$ cat src/rtl/alu_sin_deserializer.sv
// Serial ALU receive front end: recovers 11-bit frames from sin and
// assembles 8 DATA + 1 CMD frames into {B, A, OP} with error coding.
module alu_sin_deserializer #(
  parameter int         N_DATA_FRAMES = 8,
  parameter logic [3:0] CRC_INIT      = 4'h0
) (
  input  logic        clk,
  input  logic        rst,
  input  logic        sin,
  input  logic        out_ready,
  output logic        out_valid,
  output logic [31:0] out_A,
  output logic [31:0] out_B,
  output logic [2:0]  out_op,
  output logic [1:0]  out_err,
  output logic        overrun
);

  localparam int CW = $clog2(N_DATA_FRAMES + 2);

  typedef enum logic [1:0] {
    S_IDLE,
    S_TYPE,
    S_DATA,
    S_STOP
  } state_t;

  state_t        r_st;
  logic [2:0]    r_bit;
  logic [7:0]    r_byte;
  logic          r_is_cmd;
  logic          r_wait_hi;
  logic [CW-1:0] r_cnt;
  logic          r_bad;
  logic [63:0]   r_ba;
  logic [3:0]    r_crc;
  logic          r_close;

  logic          w_crc_ok;
  logic          w_dbad;
  logic [2:0]    w_op;
  logic [1:0]    w_err;

  function automatic logic [3:0] crc_step(
    input logic [3:0] c,
    input logic       b
  );
    return {c[2:0], 1'b0} ^ ((c[3] ^ b) ? 4'h3 : 4'h0);
  endfunction

  // CMD byte stays in r_byte for the cycle after its stop bit
  assign w_op     = r_byte[6:4];
  assign w_crc_ok = (r_crc == r_byte[3:0]);
  assign w_dbad   = r_bad || (r_cnt != CW'(N_DATA_FRAMES));

  always_comb begin
    w_err = 2'b00;
    if (w_dbad)
      w_err = 2'b01;
    else if (!w_crc_ok)
      w_err = 2'b10;
    else if (w_op[1])
      w_err = 2'b11;
  end

  always_ff @(posedge clk) begin
    if (rst) begin
      r_st      <= S_IDLE;
      r_bit     <= '0;
      r_byte    <= '0;
      r_is_cmd  <= 1'b0;
      r_wait_hi <= 1'b0;
      r_cnt     <= '0;
      r_bad     <= 1'b0;
      r_ba      <= '0;
      r_crc     <= CRC_INIT;
      r_close   <= 1'b0;
      out_valid <= 1'b0;
      out_A     <= '0;
      out_B     <= '0;
      out_op    <= '0;
      out_err   <= '0;
      overrun   <= 1'b0;
    end else begin
      overrun <= 1'b0;
      if (out_valid && out_ready)
        out_valid <= 1'b0;

      if (r_close) begin
        r_close <= 1'b0;
        if (out_valid && !out_ready) begin
          overrun <= 1'b1;
        end else begin
          out_valid <= 1'b1;
          out_err   <= w_err;
          out_B     <= w_dbad ? 32'h0 : r_ba[63:32];
          out_A     <= w_dbad ? 32'h0 : r_ba[31:0];
          out_op    <= w_dbad ? 3'h0 : w_op;
        end
        r_cnt <= '0;
        r_bad <= 1'b0;
        r_ba  <= '0;
        r_crc <= CRC_INIT;
      end

      unique case (r_st)
        S_IDLE: begin
          if (r_wait_hi) begin
            if (sin)
              r_wait_hi <= 1'b0;
          end else if (!sin) begin
            r_st <= S_TYPE;
          end
        end
        S_TYPE: begin
          r_is_cmd <= sin;
          r_bit    <= '0;
          r_st     <= S_DATA;
          // the constant 1 between {B,A} and OP in the CRC vector
          if (sin)
            r_crc <= crc_step(r_crc, 1'b1);
        end
        S_DATA: begin
          r_byte <= {r_byte[6:0], sin};
          r_bit  <= r_bit + 3'd1;
          if (!r_is_cmd || (r_bit != 3'd0 && r_bit < 3'd4))
            r_crc <= crc_step(r_crc, sin);
          if (r_bit == 3'd7)
            r_st <= S_STOP;
        end
        S_STOP: begin
          r_st <= S_IDLE;
          if (!sin) begin
            r_bad     <= 1'b1;
            r_wait_hi <= 1'b1;
          end else if (r_is_cmd) begin
            r_close <= 1'b1;
          end else begin
            r_ba <= {r_ba[55:0], r_byte};
            if (r_cnt != CW'(N_DATA_FRAMES + 1))
              r_cnt <= r_cnt + CW'(1);
            if (r_cnt >= CW'(N_DATA_FRAMES))
              r_bad <= 1'b1;
          end
        end
        default: r_st <= S_IDLE;
      endcase
    end
  end

endmodule
$ cat config.mk
export PLATFORM = sky130hd
export DESIGN_NAME = alu_sin_deserializer
export DESIGN_NICKNAME = d
export VERILOG_FILES = /design/src/rtl/alu_sin_deserializer.sv
export SDC_FILE = /design/constraint.sdc
export NUM_CORES = 1
export LEC_CHECK = 0
export BUFFER_PORTS_ARGS = -buffer_cell sky130_fd_sc_hd__buf_4
export CORE_AREA = 8 8 124 126
export CTS_BUF_LIST = sky130_fd_sc_hd__clkbuf_4
export CTS_CLUSTER_DIAMETER = 100
export DETAILED_ROUTE_END_ITERATION = 8
export DIE_AREA = 0 0 132 134
export PLACE_DENSITY = 0.71
export SYNTH_ARGS = -nofsm -noshare
export SYNTH_HDL_FRONTEND = slang
export SYNTH_SLANG_ARGS = --single-unit
$ cat constraint.sdc
create_clock -name clk -period 4 [get_ports clk]
set_input_delay 1.2 -clock clk [delete_from_list [all_inputs] [get_ports clk]]
set_output_delay 1.2 -clock clk [all_outputs]
set_load 0.01 [all_outputs]
==> metrics.md <==
| Metric | Value |
|---|---|
| Chip width | `132 um` |
| Met1 usage | `19.9%` |
| Int Pwr | `2.14 mW` |
| First-pass GRT wire length | `23.4 mm` |
| FF-to-FF Start | `r_close` |
| Max-cap violations | `0` |
| Core Region | `13500 sq um` |
| RePlAce Congestion | `0.776` |
| Yosys warnings | `0` |
| Type of the worst setup path | `flip-flop to flip-flop` |
| Drt via density | `5.41` |
| Power Dens Cells | `419 nW/um^2` |
| Clock-pin slew on the worst setup and hold paths | `130 ps` |
| RSZ-0062 raised after global routing | `false` |
| Top cell type's share of synthesized area | `54.2%` |
| Fmax | `416 MHz` |
| Synthesized flop and latch total | `160` |
| Max-slew violations | `0` |
| Kind of start point of the critical path | `flip-flop` |
| Finished Cell Area | `6820 sq um` |
| Clk network pwr share | `34.2%` |
| Clock Latency Late Sink | `560 ps` |
| Worst Max-Slew Pin Slew | `961 ps` |
| Mean area per synthesized cell | `9.08 sq um` |
| Final hold viol count | `0` |
| WP data required | `4490 ps` |
| Critical Path End Type | `flip-flop` |
| TritonCTS clock tree | `yes` |
| NetSw | `0.717 mW` |
| Drt wl/cell | `16.2 um` |
| Fin crit period | `2400 ps` |
| Post_cts resized | `0` |
| R2R depth | `6` |
| Clock root buffer | `clkbuf_4` |
| Hold Crit Endpoint | `r_bit[2]` |
| Status | `complete, no violations` |
| Reg-to-reg endpoint | `out_B[3]` |
| Largest net degree at the start of global routing | `85` |
| # rows | `43` |
| Global route overflow | `0` |
| Sequential-to-total area share from yosys stat | `54.2%` |
| Vias | `4803` |
| PortBufs | `74` |
| Met2 usage | `26.1%` |
| Initial antenna violation count | `0` |
| Min-delay src | `r_bit[2]` |
| Gate power share | `8.7%` |
| CTS Hold Bufs | `0` |
| Synthesized net count | `666` |
| Placed Instance Area | `6530 sq um` |
| Post-CTS Setup Bufs | `0` |
| EDFF count, synth | `0` |
| Starting Density | `43.8%` |
| Leak pwr | `2.87 nW` |
| Hold depth | `2` |
| Area growth syn-to-layout | `15.4%` |
| Reg-to-reg slack, setup | `1600 ps` |
| TritonRoute pass-1 iters | `5` |
| Layout filler cell count | `1232` |
| Synth cell types | `36` |
| Wirelength, routed | `14.4 mm` |
| Synth top cells by count | `160 x dfxtp_1, 147 x nor2_1, 73 x a21oi_1, 69 x a22oi_1, 64 x and3_1` |
| CTS max path bufs | `2` |
| Layout cell share with drive strength beyond 1 | `16.2%` |
| Fin nets | `710` |
| Busiest grt layer | `met2` |
| Leading area contributor after synthesis | `dfxtp_1` |
| Top-count cell post-synth | `dfxtp_1` |
| Max VDD drop | `199 uV` |
| Worst Path Arrival | `2900 ps` |
| Setup TNS | `0 ps` |
| Hold Crit Class | `flip-flop to flip-flop` |
| DIE HEIGHT | `134 um` |
| Worst Skew | `15.7 ps` |
| Cts bufs inserted | `17` |
| Drt drc | `0` |
| DRT iter0 DRCs | `513` |
| Antenna cells | `0` |
| Ys async rst share | `0%` |
| Routing usage on met3 | `5.31%` |
| CP max FO | `69` |
| Switching portion of total power | `25.1%` |
| Clk sink count | `160` |
| Via count of the first global-routing pass | `4520` |
| Synth Cell Area | `5910 sq um` |
| Die Area | `17700 sq um` |
| # setup viols final | `0` |
| HPWL Detailed | `9.32 mm` |
| Ys flop type | `dfxtp_1` |
| H-tree depth | `4` |
| Mapped Cells | `651` |
| Total track usage | `16.1%` |
| Final ANT Viol Nets | `0` |
| Fin crit share | `60.1%` |
| Worst slew margin | `35.9%` |
| Ports | `75` |
| Seq pwr share | `57.2%` |
| Top post-synthesis cells by area | `dfxtp_1 54%, nor2_1 9.3%, a22oi_1 8.8%` |
==> area by class of cell <==
cell class | instances | area [sq um] | area share, %
clock buffers | 19 | 143 | 2.09
clock inverters | 13 | 145 | 2.13
inverters | 10 | 37.5 | 0.550
multi-input cells | 425 | 2450 | 35.9
flip-flops and latches | 160 | 3200 | 47.0
well taps | 180 | 225 | 3.30
repair buffers | 81 | 621 | 9.10
==> registers in the layout, summed over array words and instances (netlist names), 3 cells and up <==
name and count:
out_op 3, r_bit 3, out_B 32, r_crc 4
r_ba 64, r_byte 8, r_cnt 4, out_A 32
==> per-stage QoR <==
stage | instances | hold WS, ps | util, % | power (mW) | setup slack, ps
finish | 888 | 494 | 50.5 | 2.86 | 1600
global route | 888 | 537 | 50.5 | 2.98 | 1400
CTS | 888 | 501 | 50.5 | 2.88 | 1630
detailed placement | 856 | 481 | 48.4 | 1.92 | 1100
global placement | 856 | 469 | 48.4 | 1.90 | 1160
floorplan | 651 | 452 | - | 1.87 | 1740
==> worst max-delay path: stages (launching register included) <==
cell and delay (ps):
dfxtp_1 510, inv_2 430, nor3b_4 290, buf_4 360, buf_4 430, a22oi_1 140, nor2_1 130
==> routing by layer <==
layer	vias to the layer above	wire length [um]
met3	11	863
met5	-	0
li1	2359	-
met1	2280	6560
met2	153	6770
met4	0	155
==> power by group through the flow <==
| stage | Sequential, mW | Combinational, mW | Clock (mW) |
|---|---|---|---|
| floorplan | 1.66 | 0.202 | 0 |
| global placement | 1.67 | 0.237 | 0 |
| detailed placement | 1.67 | 0.248 | 0 |
| CTS | 1.63 | 0.248 | 0.997 |
| global route | 1.64 | 0.278 | 1.07 |
| finish | 1.63 | 0.247 | 0.976 |
==> worst max-delay path by stage <==
stage	from	endpoint	slack, ps
finish	r_close	out_B[3]	1600
global route	r_close	out_B[3]	1400
CTS	r_close	out_B[3]	1630
floorplan	out_ready	out_A[13]	1740
detailed placement	out_ready	out_A[12]	1100
global placement	out_ready	out_A[24]	1160
==> cell families (layout without fill, tap and decap cells) <==
| family | count (synthesis) | after routing | synth area share [%] |
|---|---|---|---|
| simple gates | 238 | 238 | 19.0 |
| flops | 160 | 160 | 54.2 |
| compound gates | 158 | 158 | 16.9 |
| buf+inv | 66 | 123 | 4.61 |
| mux | 12 | 12 | 2.03 |
| fa+ha+maj | 11 | 11 | 2.33 |
| xor+xnor | 6 | 6 | 0.889 |
==> placed cells by master, fill, tap and decap left out, types with 2 or more instances in the layout <==
cell type,netlist,final
a21oi_1,73,73
a22o_1,4,4
a22oi_1,69,69
and3_1,64,64
buf_4,0,80
bufinv_16,0,3
clkbuf_4,0,19
clkinv_1,0,4
clkinv_2,0,2
clkinvlp_4,0,4
dfxtp_1,160,160
ha_1,11,11
inv_1,9,9
mux2i_1,12,12
nand2_1,4,3
nand2b_1,5,5
nand3_1,4,4
nand3b_1,3,3
nor2_1,147,147
nor3_1,3,3
o21ai_0,6,6
xnor2_1,4,4
xor2_1,2,2
No activity file was read; power rests on OpenSTA's default activity.
